==> config.mk <==
export PLATFORM = sky130hd
export DESIGN_NAME = token_move_scheduler
export DESIGN_NICKNAME = d
export VERILOG_FILES = /design/src/rtl/token_pkg.sv /design/src/rtl/btn_edge_detect.sv /design/src/rtl/token_move_scheduler.sv
export SDC_FILE = /design/constraint.sdc
export NUM_CORES = 1
export LEC_CHECK = 0
export CORE_AREA = 5 5 137 139
export DETAILED_ROUTE_END_ITERATION = 8
export DIE_AREA = 0 0 142 144
export GPL_ROUTABILITY_DRIVEN = 0
export PLACE_DENSITY = 0.77
export SKIP_LAST_GASP = 1
export SLEW_MARGIN = 10
export SYNTH_ARGS = -nofsm -noshare
export SYNTH_HDL_FRONTEND = slang
export SYNTH_HIERARCHICAL = 1
export SYNTH_SLANG_ARGS = --single-unit
export TNS_END_PERCENT = 5
==> constraint.sdc <==
create_clock -name clk -period 4.35 [get_ports clk]
set_input_delay 0.87 -clock clk [delete_from_list [all_inputs] [get_ports clk]]
set_output_delay 0.87 -clock clk [all_outputs]
set_load 0.02 [all_outputs]
==> src/rtl/token_pkg.sv <==
// Shared types and constants for the turn-based token movement controller.
package token_pkg;

  localparam int unsigned COORD_W = 10;

  typedef enum logic [1:0] {
    WAIT_ROLL = 2'd0,
    MOVE      = 2'd1,
    END_TURN  = 2'd2
  } state_t;

  typedef enum logic [2:0] {
    DIR_NONE  = 3'd0,
    DIR_UP    = 3'd1,
    DIR_DOWN  = 3'd2,
    DIR_LEFT  = 3'd3,
    DIR_RIGHT = 3'd4
  } dir_t;

  // Packed start positions, token i at bits [10i+9:10i].
  localparam logic [4*COORD_W-1:0] RESET_POS_X = {10'd180, 10'd520, 10'd240, 10'd400};
  localparam logic [4*COORD_W-1:0] RESET_POS_Y = {10'd300, 10'd150, 10'd30,  10'd30};

endpackage

==> src/rtl/btn_edge_detect.sv <==
// Registers one debounced button level and emits a single-cycle pulse on its rising edge.
module btn_edge_detect (
  input  logic clk,
  input  logic rst,
  input  logic btn_i,
  output logic press_o
);

  logic btn_q;

  always_ff @(posedge clk or posedge rst) begin
    if (rst) btn_q <= 1'b0;
    else     btn_q <= btn_i;
  end

  assign press_o = btn_i & ~btn_q;

endmodule

==> src/rtl/token_move_scheduler.sv <==
// Turn-based token movement: dice-roll step budget, one grid step per button press,
// positions committed only on frame_end so the display never tears.
module token_move_scheduler
  import token_pkg::*;
#(
  parameter int NUM_PLAYERS = 4,
  parameter int STEP        = 20,
  parameter int X_MIN       = 20,
  parameter int X_MAX       = 620,
  parameter int Y_MIN       = 20,
  parameter int Y_MAX       = 460,
  parameter int MAX_ROLL    = 12
) (
  input  logic                           clk,
  input  logic                           reset,
  input  logic                           frame_end,
  input  logic                           btn_up,
  input  logic                           btn_down,
  input  logic                           btn_left,
  input  logic                           btn_right,
  input  logic                           btn_confirm,
  input  logic                           roll_valid,
  input  logic [3:0]                     roll_value,
  output logic                           roll_ready,
  output logic [COORD_W*NUM_PLAYERS-1:0] pos_x,
  output logic [COORD_W*NUM_PLAYERS-1:0] pos_y,
  output logic [1:0]                     active_player,
  output logic [3:0]                     steps_left,
  output logic                           move_reject,
  output logic                           turn_done
);

  typedef logic signed [COORD_W:0] scoord_t;
  typedef logic [NUM_PLAYERS-1:0][COORD_W-1:0] pos_arr_t;

  state_t   state_q, state_d;
  dir_t     dir_q, dir_d, dir_press;
  logic     pend_q, pend_d;
  logic     reject_q, reject_d;
  logic [1:0] active_q, active_d;
  logic [3:0] steps_q, steps_d;
  pos_arr_t pos_x_q, pos_x_d, pos_y_q, pos_y_d;

  logic up_p, down_p, left_p, right_p, conf_p;
  scoord_t cur_x, cur_y, cand_x, cand_y;
  logic in_bounds, collide;

  btn_edge_detect u_up    (.clk(clk), .rst(reset), .btn_i(btn_up),      .press_o(up_p));
  btn_edge_detect u_down  (.clk(clk), .rst(reset), .btn_i(btn_down),    .press_o(down_p));
  btn_edge_detect u_left  (.clk(clk), .rst(reset), .btn_i(btn_left),    .press_o(left_p));
  btn_edge_detect u_right (.clk(clk), .rst(reset), .btn_i(btn_right),   .press_o(right_p));
  btn_edge_detect u_conf  (.clk(clk), .rst(reset), .btn_i(btn_confirm), .press_o(conf_p));

  always_comb begin
    dir_press = DIR_NONE;
    if      (up_p)    dir_press = DIR_UP;
    else if (down_p)  dir_press = DIR_DOWN;
    else if (left_p)  dir_press = DIR_LEFT;
    else if (right_p) dir_press = DIR_RIGHT;
  end

  // Candidate is signed and one bit wider so stepping below 0 shows up as negative.
  always_comb begin
    cur_x  = scoord_t'({1'b0, pos_x_q[active_q]});
    cur_y  = scoord_t'({1'b0, pos_y_q[active_q]});
    cand_x = cur_x;
    cand_y = cur_y;
    case (dir_q)
      DIR_UP:    cand_y = cur_y - scoord_t'(STEP);
      DIR_DOWN:  cand_y = cur_y + scoord_t'(STEP);
      DIR_LEFT:  cand_x = cur_x - scoord_t'(STEP);
      DIR_RIGHT: cand_x = cur_x + scoord_t'(STEP);
      default:   ;
    endcase
    in_bounds = (cand_x >= scoord_t'(X_MIN)) && (cand_x <= scoord_t'(X_MAX)) &&
                (cand_y >= scoord_t'(Y_MIN)) && (cand_y <= scoord_t'(Y_MAX));
    collide = 1'b0;
    for (int unsigned j = 0; j < NUM_PLAYERS; j++) begin
      if (2'(j) != active_q &&
          cand_x == scoord_t'({1'b0, pos_x_q[2'(j)]}) &&
          cand_y == scoord_t'({1'b0, pos_y_q[2'(j)]}))
        collide = 1'b1;
    end
  end

  always_comb begin
    state_d  = state_q;
    active_d = active_q;
    steps_d  = steps_q;
    pend_d   = pend_q;
    dir_d    = dir_q;
    pos_x_d  = pos_x_q;
    pos_y_d  = pos_y_q;
    reject_d = 1'b0;
    case (state_q)
      WAIT_ROLL: begin
        if (roll_valid) begin
          steps_d = (roll_value > 4'(MAX_ROLL)) ? 4'(MAX_ROLL) : roll_value;
          state_d = (roll_value == 4'd0) ? END_TURN : MOVE;
        end
      end
      MOVE: begin
        // Confirm wins even over a move that would apply on this same frame_end.
        if (conf_p) begin
          pend_d  = 1'b0;
          dir_d   = DIR_NONE;
          state_d = END_TURN;
        end else if (pend_q && frame_end) begin
          pend_d = 1'b0;
          dir_d  = DIR_NONE;
          if (in_bounds && !collide) begin
            pos_x_d[active_q] = cand_x[COORD_W-1:0];
            pos_y_d[active_q] = cand_y[COORD_W-1:0];
            steps_d = steps_q - 4'd1;
            if (steps_q == 4'd1) state_d = END_TURN;
          end else begin
            reject_d = 1'b1;
          end
        end else if (!pend_q && dir_press != DIR_NONE) begin
          pend_d = 1'b1;
          dir_d  = dir_press;
        end
      end
      END_TURN: begin
        steps_d  = '0;
        active_d = (active_q == 2'(NUM_PLAYERS - 1)) ? 2'd0 : active_q + 2'd1;
        state_d  = WAIT_ROLL;
      end
      default: state_d = WAIT_ROLL;
    endcase
  end

  always_ff @(posedge clk or posedge reset) begin
    if (reset) begin
      state_q  <= WAIT_ROLL;
      active_q <= '0;
      steps_q  <= '0;
      pend_q   <= 1'b0;
      dir_q    <= DIR_NONE;
      reject_q <= 1'b0;
      pos_x_q  <= RESET_POS_X;
      pos_y_q  <= RESET_POS_Y;
    end else begin
      state_q  <= state_d;
      active_q <= active_d;
      steps_q  <= steps_d;
      pend_q   <= pend_d;
      dir_q    <= dir_d;
      reject_q <= reject_d;
      pos_x_q  <= pos_x_d;
      pos_y_q  <= pos_y_d;
    end
  end

  assign roll_ready    = (state_q == WAIT_ROLL);
  assign turn_done     = (state_q == END_TURN);
  assign move_reject   = reject_q;
  assign active_player = active_q;
  assign steps_left    = steps_q;
  assign pos_x         = pos_x_q;
  assign pos_y         = pos_y_q;

endmodule

==> impl_metrics.json <==
{
  "die_y_um": 144,
  "vias_per_cell": 6.14,
  "port_buffers": 101,
  "num_rows": 49,
  "synth-main-ff-cell": "dfrtp_1",
  "peakVddDrop_mv": 0.338,
  "hold_depth": 2,
  "finalPower_w": 0.00680,
  "p_sw_share_pct": 44.9,
  "coreArea_mm2": 0.0175,
  "drive_gt1_share_pct": 38.2,
  "clockBufferDepth": 2,
  "die_area_mm2": 0.0204,
  "synth_warnings": 6,
  "die_x_um": 142,
  "fin_crit_sh_pct": 104,
  "crit_slowest_cell": "fa_2",
  "cts_tree": "done",
  "worst_slew_pin_slew_ps": 937,
  "syn2layout_area_growth_pct": 34.4,
  "slowest_delay_ps": 630,
  "crit_buf_inv": 1,
  "cts_sinks": 98,
  "critical_path.max_fanout": 7,
  "start_util_pct": 50.8,
  "ys_seq_area_share_pct": 28.0,
  "final_max_slew_viol_count": 0,
  "stdcell_count": 1322,
  "antenna_left": 0,
  "synth-edff-count": 0,
  "hold_class": "register to register",
  "vias": 8113,
  "synthesis.nets": 883,
  "ioPinCount": 102,
  "powerDensity_mw_per_mm2": 569,
  "min_from": "pend_q",
  "fin_crit_ps": 4520,
  "avgSynthCellArea_um2": 10.5,
  "path_class": "register to register",
  "end_kind": "register",
  "diodes": 0,
  "dpl.hpwl_um": 21000,
  "comb_power_share_pct": 71.1,
  "reg2reg_from": "active_player[0]",
  "rr_endpoint": "pos_x[12]",
  "rsz0062_at_grt": "true",
  "ys_seq_elements": 98,
  "cts_hold_buf": 0,
  "worstPathCellList": "mux4_2 > fa_2 > xor2_1 > a2111oi_1 > nor4b_2 > a31oi_1 > a2111oi_2 > nand4_1 > o41a_1 > and4b_4 > and3_4 > buf_12 > mux2_4",
  "htree_num_levels": 3,
  "worstHoldEndpoint": "pend_q",
  "clk_latency_ps": 370,
  "layout_commonest_cell": "buf_4",
  "skew_ps": 10.8,
  "grt_usage_pct": 28.2,
  "drt_wl_total_um": 29000,
  "seqPwrFrac_pct": 16.6,
  "critPathLaunchType": "register",
  "violations": "setup timing",
  "layout.nets": 1126,
  "fmax_mhz": 221,
  "critPathTopFamily": "compound AO/OA/AOI/OAI gates",
  "fin_ws_ps": -168,
  "status": "finished, violations left",
  "antenna_found_initial": 0,
  "grt_overflow": 0,
  "route.detailed.drc": 0,
  "ys_types": 89,
  "leakagePower_nw": 5.32,
  "grt_pass1_vias": 8210,
  "cts_buffers": 9,
  "clkTransAtPathRegs_ps": 70,
  "critical_path_arrival_ps": 4760,
  "grt_pass1_wl_um": 45000,
  "syn_area_mm2": 0.00890,
  "grt_max_degree": 52,
  "first_iter_violations": 872,
  "relSlewSlack_pct": 37.6,
  "async_flop_share_pct": 100,
  "dpl.cell_count": 1282,
  "worstRegToRegCells": 13,
  "finalSetupViolCount": 81,
  "layout_common_cells": "buf_4 (179), clkdlybuf4s50_1 (101), mux2_4 (76)",
  "dr.pass1.iters": 5,
  "synthCells": 845,
  "clockPowerShare_pct": 12.3,
  "finalSetupTns_ps": -10910,
  "clk_root_buffer_cell": "clkbuf_16",
  "crit_required_ps": 4590,
  "internal_power_w": 0.00375,
  "wl_per_cell_um": 22.0,
  "max_cap_violations": 0,
  "reg2reg_slack_ps": -170,
  "finalHoldViolations": 0,
  "power_switching_w": 0.00306
}
## cells in the mapped netlist, types with 12 or more instances
cell       n  area share (%)
xnor2_1   64             6.3
nand2_1   50             2.1
mux2i_1   40             4.5
xor2_1    52             5.1
mux2_4    75              13
a21oi_1   27             1.5
nor3_1    19             1.1
dfrtp_1   69              19
o21ai_0   30             1.7
dfstp_2   29             8.6
nor2_1    28             1.2
clkbuf_1  29             1.2
buf_2     12            0.67
inv_1     32             1.3
mux4_2    17             4.3
ha_1      23             3.2
## cell families after synthesis
| kind of cell | share of synthesized area, % |
|---|---|
| buf+inv | 7.17 |
| flops | 28.0 |
| xor+xnor | 11.4 |
| compound gates | 14.5 |
| mux | 22.5 |
| fa+ha+maj | 3.68 |
| simple gates | 12.8 |
## worst register-to-register path: stages (launching register included)
cell	delay, ps
dfrtp_2	450
mux4_2	620
fa_2	640
xor2_1	110
a2111oi_1	310
nor4b_2	330
a31oi_1	110
a2111oi_2	280
nand4_1	190
o41a_1	470
and4b_4	260
and3_4	200
buf_12	150
mux2_4	300
## routing by layer
metal / GRT usage [%] / part of all wire (%) / up-vias
met2: 45.6 / 46 / 420
met3: 6.32 / 8.0 / 119
li1: - / - / 3582
met1: 35.5 / 40 / 3992
met5: 0 / 0 / -
met4: 14.8 / 5.6 / 0
## power groups by stage
stage                     clock network (W)  registers (W)  logic [W]
after floorplan                           0        0.00123    0.00263
after global placement                    0        0.00113    0.00429
after detailed placement                  0        0.00114    0.00437
after CTS                          0.000850        0.00113    0.00458
after global routing               0.000891        0.00115    0.00510
final                              0.000839        0.00113    0.00483
## final cells by class
| type | count | area, µm² |
|---|---|---|
| Tap cell | 229 | 287 |
| Sequential cell | 98 | 2490 |
| Fill cell | 1300 | 5570 |
| Clock buffer | 11 | 243 |
| Multi-Input combinational cell | 649 | 6070 |
| Timing Repair Buffer | 297 | 2680 |
| Inverter | 33 | 125 |
| Clock inverter | 5 | 61.3 |
## worst max path at each step
| stage | to | startpoint | slack (ps) | cells after the start |
|---|---|---|---|---|
| floorplan | pos_x[10] | active_player[1] | -120 | 16 |
| global placement | pos_y[15] | active_player[0] | -140 | 13 |
| detailed placement | pos_x[39] | active_player[0] | -240 | 12 |
| CTS | pos_x[27] | active_player[0] | -80 | 13 |
| global route | pos_x[10] | active_player[0] | -310 | 14 |
| finish | pos_x[12] | active_player[0] | -170 | 13 |
## per-stage QoR
stage / hold slack [ps] / util (%) / setup slack, ps / instance area (µm²)
after global routing: 593 / 68.2 / -313 / 12000
after detailed placement: 538 / 63.7 / -239 / 11200
after global placement: 528 / 63.7 / -140 / 11200
after CTS: 555 / 67.5 / -78.5 / 11800
final: 552 / 68.2 / -168 / 12000
after floorplan: 506 / - / -117 / 9010
## state kept, by name, summed over array words and instances, names as in the netlist
signal,flops
pos_y,40
steps_left,4
active_player,2
state_q,2
u_down/btn_q,1
u_left/btn_q,1
u_up/btn_q,1
u_right/btn_q,1
dir_q,3
pos_x,40
pend_q,1
move_reject,1
u_conf/btn_q,1
## timing repair
item / CTS / global route
hold endpoints to repair: 0 / 0
resized for setup: 25 / 13
pin swaps: 10 / 8
setup buffers: 17 / 5
gates cloned: 2 / 0
endpoints found under the setup margin: 85 / 87
Power figures use the tool's default switching activity.
